File: config.mk
export PLATFORM = sky130hd
export DESIGN_NAME = hazard_ctrl
export DESIGN_NICKNAME = d
export VERILOG_FILES = /design/src/rtl/hazard_ctrl.sv
export SDC_FILE = /design/constraint.sdc
export NUM_CORES = 1
export LEC_CHECK = 0
export ABC_CLOCK_PERIOD_IN_PS = 1640
export CAP_MARGIN = 10
export CORE_UTILIZATION = 35
export DETAILED_ROUTE_END_ITERATION = 10
export GPL_ROUTABILITY_DRIVEN = 0
export PLACE_DENSITY = 0.88
export SYNTH_ARGS = -nofsm -noshare
export SYNTH_HDL_FRONTEND = slang
export SYNTH_SLANG_ARGS = --single-unit
File: constraint.sdc
create_clock -name clk -period 1.64 [get_ports clk]
set_input_delay 0.164 -clock clk [delete_from_list [all_inputs] [get_ports clk]]
set_output_delay 0.164 -clock clk [all_outputs]
set_load 0.005 [all_outputs]
File: src/rtl/hazard_ctrl.sv
// hazard_ctrl: pipeline hazard unit (forwarding, load-use bubble, branch flush, mul/div wait FSM)
//
// Ports:
//   clk, rst_n                      clock, asynchronous active-low reset
//   id_rs1_addr/id_rs2_addr         ID-stage sources, qualified by id_uses_rs1/rs2
//   ex_rs1_addr/ex_rs2_addr         EX-stage sources (forwarding compare)
//   ex_rd_addr/ex_mem_read/ex_reg_write  EX-stage destination and control
//   mem_rd_addr/mem_reg_write       MEM-stage destination
//   wb_rd_addr/wb_reg_write         WB-stage destination
//   branch_taken                    registered branch resolution from EX
//   md_start/md_done                mul/div issue and completion
//   forward_a/forward_b             00 regfile, 01 MEM, 10 WB
//   pc_stall/ifid_stall/idex_stall  hold pipeline registers
//   ifid_flush/idex_flush/exmem_flush  insert bubbles
//   md_kill/md_busy/md_timeout      mul/div abort pulse, wait status, sticky timeout
//   stall_cycles/flush_count        32-bit event counters, present only with HAZARD_PERF_CNT_EN
//
// Build option: define HAZARD_PERF_CNT_EN to add the performance counters.
module hazard_ctrl #(
    parameter int MD_TIMEOUT = 40
) (
    input  logic        clk,
    input  logic        rst_n,
    input  logic [4:0]  id_rs1_addr,
    input  logic [4:0]  id_rs2_addr,
    input  logic        id_uses_rs1,
    input  logic        id_uses_rs2,
    input  logic [4:0]  ex_rs1_addr,
    input  logic [4:0]  ex_rs2_addr,
    input  logic [4:0]  ex_rd_addr,
    input  logic        ex_mem_read,
    input  logic        ex_reg_write,
    input  logic [4:0]  mem_rd_addr,
    input  logic        mem_reg_write,
    input  logic [4:0]  wb_rd_addr,
    input  logic        wb_reg_write,
    input  logic        branch_taken,
    input  logic        md_start,
    input  logic        md_done,
    output logic [1:0]  forward_a,
    output logic [1:0]  forward_b,
    output logic        pc_stall,
    output logic        ifid_stall,
    output logic        idex_stall,
    output logic        ifid_flush,
    output logic        idex_flush,
    output logic        exmem_flush,
    output logic        md_kill,
    output logic        md_busy,
`ifdef HAZARD_PERF_CNT_EN
    output logic [31:0] stall_cycles,
    output logic [31:0] flush_count,
`endif
    output logic        md_timeout
);

    typedef enum logic {IDLE, MD_WAIT} state_t;

    state_t     state_q, state_d;
    logic [5:0] cnt_q, cnt_d;
    logic       tmo_q, tmo_d;
    logic       in_wait, load_use, timeout_hit, md_hold;
    logic       fwd_mem_a, fwd_wb_a, fwd_mem_b, fwd_wb_b;

    // ex_reg_write is part of the EX-stage control bundle but the load-use
    // check keys on ex_mem_read alone, since every load writes a register.
    logic       unused_ex_reg_write;
    assign unused_ex_reg_write = ex_reg_write;

    // Forwarding: MEM is checked first so the youngest producer wins.
    always_comb begin
        fwd_mem_a = mem_reg_write && mem_rd_addr != 5'd0 && mem_rd_addr == ex_rs1_addr;
        fwd_wb_a  = wb_reg_write  && wb_rd_addr  != 5'd0 && wb_rd_addr  == ex_rs1_addr;
        fwd_mem_b = mem_reg_write && mem_rd_addr != 5'd0 && mem_rd_addr == ex_rs2_addr;
        fwd_wb_b  = wb_reg_write  && wb_rd_addr  != 5'd0 && wb_rd_addr  == ex_rs2_addr;
        forward_a = fwd_mem_a ? 2'b01 : fwd_wb_a ? 2'b10 : 2'b00;
        forward_b = fwd_mem_b ? 2'b01 : fwd_wb_b ? 2'b10 : 2'b00;
    end

    // Hazard terms shared by the next-state and output logic. Load-use is
    // ignored while the pipe is already frozen behind a mul/div.
    always_comb begin
        in_wait     = state_q == MD_WAIT;
        load_use    = !in_wait && ex_mem_read && ex_rd_addr != 5'd0 &&
                      ((id_uses_rs1 && id_rs1_addr == ex_rd_addr) ||
                       (id_uses_rs2 && id_rs2_addr == ex_rd_addr));
        timeout_hit = in_wait && !md_done && cnt_q == 6'(MD_TIMEOUT - 1);
        md_hold     = in_wait && !md_done;
    end

    // State register
    always_ff @(posedge clk or negedge rst_n) begin
        if (!rst_n) begin
            state_q <= IDLE;
            cnt_q   <= 6'd0;
            tmo_q   <= 1'b0;
        end else begin
            state_q <= state_d;
            cnt_q   <= cnt_d;
            tmo_q   <= tmo_d;
        end
    end

    // Next state: a start that completes in the same cycle never waits; a
    // start killed by a taken branch stays in IDLE.
    always_comb begin
        state_d = state_q;
        cnt_d   = cnt_q;
        tmo_d   = tmo_q;
        if (state_q == IDLE) begin
            if (md_start && !branch_taken && !md_done) begin
                state_d = MD_WAIT;
                cnt_d   = 6'd0;
            end
        end else begin
            cnt_d = cnt_q + 6'd1;
            if (md_done) begin
                state_d = IDLE;
            end else if (timeout_hit) begin
                state_d = IDLE;
                tmo_d   = 1'b1;
            end
        end
    end

    // Outputs: a taken branch overrides every stall. All control outputs are
    // gated by rst_n so they drop the instant reset asserts, independent of
    // the live pipeline inputs.
    always_comb begin
        pc_stall    = rst_n && !branch_taken && (load_use || md_hold);
        ifid_stall  = rst_n && !branch_taken && (load_use || md_hold);
        idex_stall  = rst_n && !branch_taken && md_hold;
        ifid_flush  = rst_n && branch_taken;
        idex_flush  = rst_n && (branch_taken || load_use);
        exmem_flush = rst_n && (branch_taken || md_hold);
        md_kill     = rst_n && ((!in_wait && md_start && branch_taken) || timeout_hit);
        md_busy     = rst_n && in_wait;
        md_timeout  = tmo_q;
    end

`ifdef HAZARD_PERF_CNT_EN
    logic [31:0] stall_q, flush_q;

    always_ff @(posedge clk or negedge rst_n) begin
        if (!rst_n) begin
            stall_q <= 32'd0;
            flush_q <= 32'd0;
        end else begin
            stall_q <= stall_q + 32'(pc_stall);
            flush_q <= flush_q + 32'(branch_taken);
        end
    end

    assign stall_cycles = stall_q;
    assign flush_count  = flush_q;
`endif

endmodule
* After elaboration in Yosys (flattened, before gate mapping) *
Index checks and enable logic that the tools add are counted.

storage, ports and cells
  input port bits = 46
  ROM bits = 0
  register bits after elaboration = 8
  memories kept = 0
  bits in latches = 0
  output and inout port bits = 13
  word-level logic and storage cells = 60
  memory bits (writable) = 0

cells by class
  multiply operators = 0
  equal/unequal tests = 7
  div/mod/pow operators = 0
  muxes and demuxes = 10
  shift operators = 0
  bitwise gates (word level) = 1
  add/sub/neg operators = 1
  magnitude comparators = 0
  reductions and logical operators = 38

operators by type and width
  kind                 number
  $eq 5x5->1           6
  $logic_and 1x1->1    25
  $reduce_bool 5->1    3
  $mux 6               2
  $mux 2               4
  $add 6x1->6 const B  1
  $eq 6x6->1 const B   1
  $logic_or 1x1->1     5
  $mux 1               4
  $logic_not 1->1      3
  $reduce_and 3->1     1
  $reduce_bool 2->1    1
  $not 1->1            1

* Longest topological paths before layout *
  depth in word-level cells = 6
  gate-level depth with buffers = 6
  mapped depth without buffers = 6

* Worst setup path before layout *
Ideal clock, no wire load.

  kind = reg2out
  from = register cnt_q[0]
  to = output port md_kill
  required time = 1.476 ns
  stages on the path, launching flop included = 7
  arrival = 1.230 ns
  slack = 0.246 ns
  buffers on the path = 0
  cells stage by stage = dfrtp_1 -> ha_1 -> nand2_1 -> nor4b_1 -> nand2_1 -> o21ai_0 -> and2_1

between the ends
  word-level cells in the longest chain between the ends = 4

RTL lines
  element                   line  RTL
  start: declaration        60    logic [5:0] cnt_q, cnt_d;
  start signal: assignment  99    cnt_q <= cnt_d;
  $eq 6x6->1                87    timeout_hit = in_wait && !md_done && cnt_q == 6'(MD_TIMEOUT - 1);
  $logic_and 1x1->1         87
  $logic_or 1x1->1          136   md_kill = rst_n && ((!in_wait && md_start && branch_taken) || timeout_hit);
  $logic_and 1x1->1         136
  end: declaration          48    output logic md_kill,

Every way passes these cells.

* Final worst setup path *
Same ends and word-level chain as after synthesis.

==> metrics <==
drt drc=0; Hold Path Class=input port to asynchronous set/reset pin; Internal Power=0.687 mW; CTS Root Cell=clkbuf_4; CTS max path bufs=2; unrepaired setup endpoints after global routing=yes; Iter 0 DRT Violations=17; Rel. slew slack=0.771; share of layout cells above drive strength 1=0.431; Seq/Total Area, Yosys=0.235; Synth top area share=0.235; Clock Skews=0.836 ps; area grow syn2layout=113%; Cells after Synth=101; LEAKAGE=0.855 nW; failing checks=negative setup slack; WS Path Type=flip-flop to primary output; wire per inst=16.1 µm; Seq pwr share=0.272; DP Wirelength=2.54 mm; H-Tree Depth=1; outcome=complete, but fails checks; #FFs+latches synth=8; Max Freq=575 MHz; logic gate share of total power=0.579; Site Rows=17; CTS tree=done; DRT Pass-1 Iters=4; Req. time, crit path=1480 ps; most common cell after layout, fill and taps aside=buf_4; Worst Tran Pin Value=342 ps; number of global-route vias before repair=1206; peak supply drop=0.607 mV; Power Density=583 mW/mm²; port bufs=57; GRT Residual Overflow=0; initial antenna violation count=0; yosys warns=0; total vias in the final route=1180; antenna cells=0; Post-Syn Area=852 µm²; Die Ht=51.3 µm; Final Power=1.06 mW; I/O Pins=59; die width=51.3 µm; die area=0.00264 mm²; CTS sink cnt=8; Post-Syn Nets=148; GRT Total Usage=0.283; Std-Cell Core Area=0.00225 mm²; most used routing layer=met2; # nets final=246; first-pass GRT wire length=5.40 mm; final WL=3.63 mm; Final Max Tran Viols=0; Via density=5.24; Starting Density=0.378; cell accounting for the most synthesized area=dfrtp_1; Clk Latency, worst-skew pair=260 ps; max cap viols=0; CP Data Arrival Time=1580 ps; Critical Path Sink Type=primary output; synthesized area per cell=8.44 µm²; Post-DRT Antenna Nets=0; setup ws final=-99.6 ps; CTS buffer count=3; grt met1 use=0.274; GR met2 Demand/Resource=0.564; setup_tns=-137 ps; met3 GRT Util=0.0714; crit share post-route=1.06; most frequent cells in the layout=37 x buf_4, 15 x xor2_1, 15 x dlygate4sd2_1; Clock Pin Slew Worst Setup and Hold Paths=60 ps; maximum fanout along the worst path=2; min Tclk post-route=1740 ps; sw frac=0.351; Final Hold Vio Count=0; largest net degree at the start of global routing=11; Distinct cells, synth=30; largest cells by area after synthesis=dfrtp_1 23%, xnor2_1 16%, xor2_1 15%; P_sw=0.371 mW; crit start category=flip-flop; Final Setup Violations=3; FF-to-FF setup slack=80 ps; Clk network pwr share=0.149
layout make-up:
type	instances	area [µm²]
multi-input cells	88	761
well taps	28	35.0
flip-flops and latches	8	200
clock buffers	3	22.5
repair buffers	97	793
fillers	136	439
inverters	1	3.75
cells by family (layout without fill, tap and decap cells):
kind of cell             Yosys count  count (layout)  share of synthesized area
buffers and inverters              5             101                     0.0352
XOR/XNOR                          31              31                      0.319
AO/OA/AOI/OAI                     14              14                      0.104
flip-flops                         8               8                      0.235
AND/OR/NAND/NOR                   41              41                      0.280
adder cells (fa/ha/maj)            1               1                     0.0147
multiplexers                       1               1                     0.0117
synthesized netlist by cell type:
cell / number
xnor2_1: 16
xor2_1: 15
nand2_1: 14
dfrtp_1: 8
o21ai_0: 6
nand3_1: 4
nand4_1: 4
or4_1: 4
and2_1: 3
buf_4: 3
nand2b_1: 2
nor2b_1: 2
nor4_1: 2
nor4_2: 2
clkbuf_1: 1
ha_1: 1
inv_1: 1
mux2i_1: 1
nor2_1: 1
nor4b_1: 1
o2111ai_1: 1
o211ai_1: 1
o21a_1: 1
o21ai_1: 1
o21ai_2: 1
o21bai_1: 1
o22ai_1: 1
o31ai_1: 1
or2_2: 1
or4_4: 1
worst max-delay path: stages (launching register included):
cell	delay, ps
dfrtp_1	400
ha_4	170
nand2_4	50
nor4b_4	250
nand2_1	100
o21ai_1	80
and2_1	150
buf_2	120
state kept, by name, indices dropped and copies added, names as in the netlist:
register    flops
in_wait         1
cnt_q           6
md_timeout      1
stage by stage:
stage                     worst slack [ps]  utilization  instance area, µm²  hold slack [ps]  std cells
after floorplan                        246            -                 852             -132        101
final                                -99.6        0.805                1820             23.7        225
after global routing                  -175        0.805                1820             65.9        225
after global placement                -645        0.731                1650              451        211
after detailed placement              -741        0.731                1650              463        211
after CTS                            -68.6        0.776                1750             27.9        223
timing repair:
action | in CTS | in global routing
endpoints found under the setup margin | 10 | 11
gates resized for setup | 111 | 20
hold buffers | 0 | 0
buffers inserted | 11 | 3
pin swaps | 29 | 13
layer usage:
metal / part of all wire / wire length (µm) / vias to the layer above
li1: - / - / 548
met1: 0.35 / 1270 / 549
met2: 0.52 / 1890 / 68
met3: 0.090 / 327 / 15
met4: 0.039 / 142 / 0
met5: 0 / 0 / -
power by group through the flow:
stage | clock network [mW] | logic [mW] | registers (mW)
after CTS | 0.157 | 0.515 | 0.268
after global placement | 0 | 0.451 | 0.265
after detailed placement | 0 | 0.467 | 0.270
final | 0.158 | 0.613 | 0.287
after floorplan | 0 | 0.155 | 0.280
after global routing | 0.165 | 0.663 | 0.292
worst paths after layout:
check	end	cells past startpoint	from
worst max-delay path	md_kill	7	cnt_q[0]$_DFFE_PN0P_
worst min-delay path	in_wait$_DFF_PN0_	2	rst_n
worst max register to register	md_timeout$_DFFE_PN0P_	9	cnt_q[0]$_DFFE_PN0P_
worst min register to register	md_timeout$_DFFE_PN0P_	1	md_timeout$_DFFE_PN0P_
max in group asynchronous	cnt_q[2]$_DFFE_PN0P_	2	rst_n
min in group clk	md_timeout$_DFFE_PN0P_	1	md_timeout$_DFFE_PN0P_
No activity file was read; power rests on OpenSTA's default activity.
